<file path="src/rtl/izh_synapse.sv">
// rtl/izh_synapse.sv - current-based synapse feeding the Izhikevich neuron current input
module izh_synapse #(
  parameter int unsigned DECAY_SHIFT = 3,
  parameter int unsigned DECAY_DIV   = 4,
  parameter int unsigned SYNC_STAGES = 2
) (
  input  logic        clk,
  input  logic        reset_n,
  input  logic        en,
  input  logic        spike_in,
  input  logic [7:0]  weight,
  output logic [15:0] current,
  output logic        active,
  output logic [7:0]  event_count
);

  localparam int unsigned CW = $clog2(DECAY_DIV) + 1;

  logic [SYNC_STAGES-1:0] sync_q, sync_d;
  logic                   hist_q, hist_d;
  logic [CW-1:0]          cnt_q, cnt_d;
  logic [15:0]            cur_q, cur_d;
  logic                   act_q, act_d;
  logic [7:0]             evt_q, evt_d;

  logic        edge_det;
  logic        tick;
  logic [15:0] dec;
  logic [15:0] c1;
  logic [16:0] sum;

  always_comb begin
    sync_d   = {sync_q[SYNC_STAGES-2:0], spike_in};
    hist_d   = sync_q[SYNC_STAGES-1];
    edge_det = sync_q[SYNC_STAGES-1] & ~hist_q;
    tick     = (cnt_q == CW'(DECAY_DIV - 1));
    cnt_d    = cnt_q;
    cur_d    = cur_q;
    evt_d    = evt_q;
    dec      = cur_q >> DECAY_SHIFT;
    c1       = cur_q;
    sum      = '0;
    if (en) begin
      cnt_d = tick ? '0 : cnt_q + 1'b1;
      if (tick) begin
        // Force a minimum step so small currents reach exactly zero.
        if ((cur_q != 16'd0) && (dec == 16'd0)) begin
          dec = 16'd1;
        end
        c1 = cur_q - dec;
      end
      if (edge_det) begin
        sum   = {1'b0, c1} + {9'd0, weight};
        cur_d = sum[16] ? 16'hFFFF : sum[15:0];
        evt_d = evt_q + 8'd1;
      end else begin
        cur_d = c1;
      end
    end
    act_d = (cur_d != 16'd0);
  end

  always_ff @(posedge clk or negedge reset_n) begin
    if (!reset_n) begin
      sync_q <= '0;
      hist_q <= 1'b0;
      cnt_q  <= '0;
      cur_q  <= '0;
      act_q  <= 1'b0;
      evt_q  <= '0;
    end else begin
      sync_q <= sync_d;
      hist_q <= hist_d;
      cnt_q  <= cnt_d;
      cur_q  <= cur_d;
      act_q  <= act_d;
      evt_q  <= evt_d;
    end
  end

  assign current     = cur_q;
  assign active      = act_q;
  assign event_count = evt_q;

endmodule

</file>
<file path="config.mk">
export PLATFORM = sky130hd
export DESIGN_NAME = izh_synapse
export DESIGN_NICKNAME = d
export VERILOG_FILES = /design/src/rtl/izh_synapse.sv
export SDC_FILE = /design/constraint.sdc
export NUM_CORES = 1
export LEC_CHECK = 0
export CAP_MARGIN = 10
export CORE_MARGIN = 4
export CORE_UTILIZATION = 30
export CTS_CLUSTER_DIAMETER = 100
export DETAILED_ROUTE_END_ITERATION = 8
export HOLD_SLACK_MARGIN = 0.03
export PLACE_DENSITY_LB_ADDON = 0.15
export RECOVER_POWER = 100
export SYNTH_ARGS = -nofsm -noshare
export SYNTH_HDL_FRONTEND = slang
export SYNTH_SLANG_ARGS = --single-unit
</file>
<file path="constraint.sdc">
create_clock -name clk -period 14.3 [get_ports clk]
set_input_delay 2.86 -clock clk [delete_from_list [all_inputs] [get_ports clk]]
set_output_delay 2.86 -clock clk [all_outputs]
set_load 0.01 [all_outputs]
</file>
==> impl_metrics.ini <==
[status]
status = finished with violations
failed_checks = capacitance limit, slew limit

[timing]
slew_headroom_pct = -14.64
grt_setup_unrepaired = false
fmax_mhz = 136.6
min_period_ns = 7.319
hold_viol = 0
setup_tns_ns = 0
holdWs_ns = 0.3524
period_share_pct = 51.18
worstMarginPinSlew_ns = 1.720
slew_violations = 32
skew_ns = 0.008505
finalSetupViolations = 0

[route]
vias = 2793
route.final.wire_length_mm = 8.662
drtAntennaViolNets = 0
drt_iter0_markers = 257
viasPerCell = 5.413
routedWlPerCell_um = 16.79
firstDrtPassIters = 4
drc = 0

[floorplanning]
io_pins = 37
fp.dieArea_mm2 = 0.01145
core-area_mm2 = 0.009371
die_h_um = 107
dieWidth_um = 107
rows = 35
initial_core_util_pct = 31.38

[power]
power.leakage_nw = 1.415
netSwitchingFraction_pct = 53.21
power_density_mw_per_mm2 = 274.0
p_int_w = 0.0004481
pwr-share-seq_pct = 17.4
power.switching_w = 0.0005096
combPwrFrac_pct = 75.1
pwr-share-clk_pct = 7.5
vdd_drop_max_mv = 0.08115

[synth]
synth_common_cells = 35 x nor2_1, 34 x nand2_1, 31 x dfrtp_1, 24 x ha_1, 23 x a21oi_1
ys_warn_count = 0
synth_enable_flop_cells = 0
synth-main-ff-cell = dfrtp_1
synthArstFlopShare_pct = 100.0
synthDistinctLibCells = 69
synth.largest_area_cell = dfrtp_1
synthTopCellsByArea = dfrtp_1 26%, ha_1 10%, xnor2_1 5.1%
synth_top_area_share_pct = 26.38
syn_inst = 353
syn_nets = 391
syn-cell-area_mm2 = 0.002940
seq_area_frac_synth_pct = 26.38
yosys.cell_count.top_type = nor2_1
synth-seq-cells = 31
syn_avg_cell_area_um2 = 8.330

[flow_run]
cap_violations = 1

[hold_path]
hold_class = reg -> reg

[setup_path]
cp.required_ns = 14.46
critical_path_class = in -> reg
cp-start-kind = input pin
crit_path_max_fanout = 6
crit_arrival_ns = 7.48
end_kind = flip-flop

[layout]
areaGrowthSynthToFinish_pct = 18.89
n_fill_cell = 992
final_area_mm2 = 0.003496
drive_above_1_share_pct = 5.943
final_cell_count_no_fill = 516
final_nets = 425
regArea_um2 = 775.7
multi_input_area_mm2 = 0.002032
final_core_utilization_pct = 37.30
antennaDiodeCount = 0

[place]
dpl_cell_area_mm2 = 0.003432
hpwl_mm = 6.585
gp_congestion = 0.8357
place_inst = 509
port_buffers = 36

[clock_network]
htreeDepth = 2
cts_resized = 0
cts_sinks = 31
cts.clk_slew.worst_paths_ns = 0.07
clock_path_buffers = 2
cts_root_buf = clkbuf_8
post-cts-setup-buffers = 0
cts_buffers = 5
insertion_delay_ns = 0.29
hold_buffers = 0
cts_tree = built

[grt]
grt_use_total_pct = 15.40
grt_pass1_vias = 2596
grt_max_degree = 32
antenna_found_initial = 0
gr-total-overflow = 0
grt_pass1_wl_mm = 13.98
-- power groups by stage --
stage	combinational [W]	clock [W]	sequential, W
2_1_floorplan	0.000531	0	0.000161
3_3_place_gp	0.000737	0	0.000170
3_5_place_dp	0.000729	0	0.000170
4_1_cts	0.000736	0.0000736	0.000168
5_1_grt	0.000801	0.0000779	0.000172
6_report	0.000719	0.0000714	0.000167
-- path summary, 6_finish.rpt --
| kind | startpoint | end | slack [ns] | cells past startpoint |
|---|---|---|---|---|
| setup / recovery | weight[0] | active | 6.98 | 13 |
| hold / removal | sync_q[0] | sync_q[1] | 0.35 | 0 |
| setup reg to reg | current[9] | active | 7.84 | 19 |
| hold reg to reg | sync_q[0] | sync_q[1] | 0.35 | 0 |
| max in group asynchronous | reset_n | sync_q[1] | 9.75 | 2 |
| min in group asynchronous | reset_n | current[14] | 3.56 | 2 |
-- through the flow --
| stage | worst slack (ns) | total power [W] |
|---|---|---|
| 4_1_cts | 7.530 | 0.0009783 |
| 2_1_floorplan | 8.063 | 0.0006924 |
| 3_5_place_dp | 7.270 | 0.0008983 |
| 6_report | 6.981 | 0.0009577 |
| 5_1_grt | 6.560 | 0.001051 |
| 3_3_place_gp | 7.320 | 0.0009069 |
-- critical path: stages --
cell	delay (ns)
dlygate4sd3_1	0.54
ha_1	0.23
fa_1	0.42
a211oi_1	0.29
o21ai_0	0.15
a221oi_1	0.66
and4b_1	0.28
a21oi_1	0.39
o311ai_0	0.19
o211a_1	0.16
a2111oi_0	0.31
or4b_1	0.47
or4_1	0.51
-- flip-flops by register name (all words and copies together) (netlist names) --
signal	cells
cnt_q	3
active	1
sync_q	2
current	16
hist_q	1
event_count	8
-- cell usage in the layout, fill, tap and decap left out, types with 3 or more instances in the layout --
master | Yosys | layout
a211oi_2 | 3 | 3
xnor2_1 | 17 | 17
a21oi_1 | 23 | 24
ha_1 | 24 | 24
o21ai_1 | 6 | 5
o22ai_1 | 4 | 4
o211ai_1 | 5 | 5
a21oi_2 | 4 | 3
xor2_1 | 8 | 8
clkbuf_8 | 0 | 6
and3_1 | 4 | 4
a31oi_1 | 7 | 7
clkdlybuf4s50_1 | 0 | 7
nand4_1 | 8 | 8
a21o_1 | 7 | 7
dlygate4sd3_1 | 0 | 29
o31a_1 | 4 | 4
nor3_1 | 8 | 8
and2_1 | 6 | 6
a221oi_1 | 2 | 3
o41a_1 | 3 | 3
inv_1 | 18 | 18
a211oi_1 | 3 | 3
nand2_1 | 34 | 34
o21ai_0 | 15 | 16
nand3_1 | 4 | 4
nand2b_1 | 5 | 5
nor4_1 | 3 | 3
nor2_1 | 35 | 35
dfrtp_1 | 31 | 31
or4_1 | 4 | 4
-- kinds of logic after synthesis --
logic type      after synthesis  synth area share (%)
compound gates              113                 28.13
mux                           3                 1.106
flops                        31                 26.38
fa+ha+maj                    26                 11.57
buf+inv                      30                 3.957
simple gates                124                 20.85
xor+xnor                     26                 8.000
-- cell type report --
cell class / instances / area share, %
clock inverter: 1 / 0.1432
multi-input combinational: 292 / 58.12
clock buffer: 6 / 2.362
sequential: 31 / 22.19
timing repair buffer: 38 / 10.52
inverter: 19 / 2.040
tap: 129 / 4.617
-- per-layer routing --
metal  wire [µm]  global-route usage, %  share of wire [%]  up-vias
met5           0                      0                  0        -
met4         150                  3.927                1.7        0
met3         346                  2.709                4.0       14
met2        4021                  24.73                 46       70
met1        4144                  21.37                 48     1329
li1            -                      -                  -     1380
(Power assumes the default switching activity.)
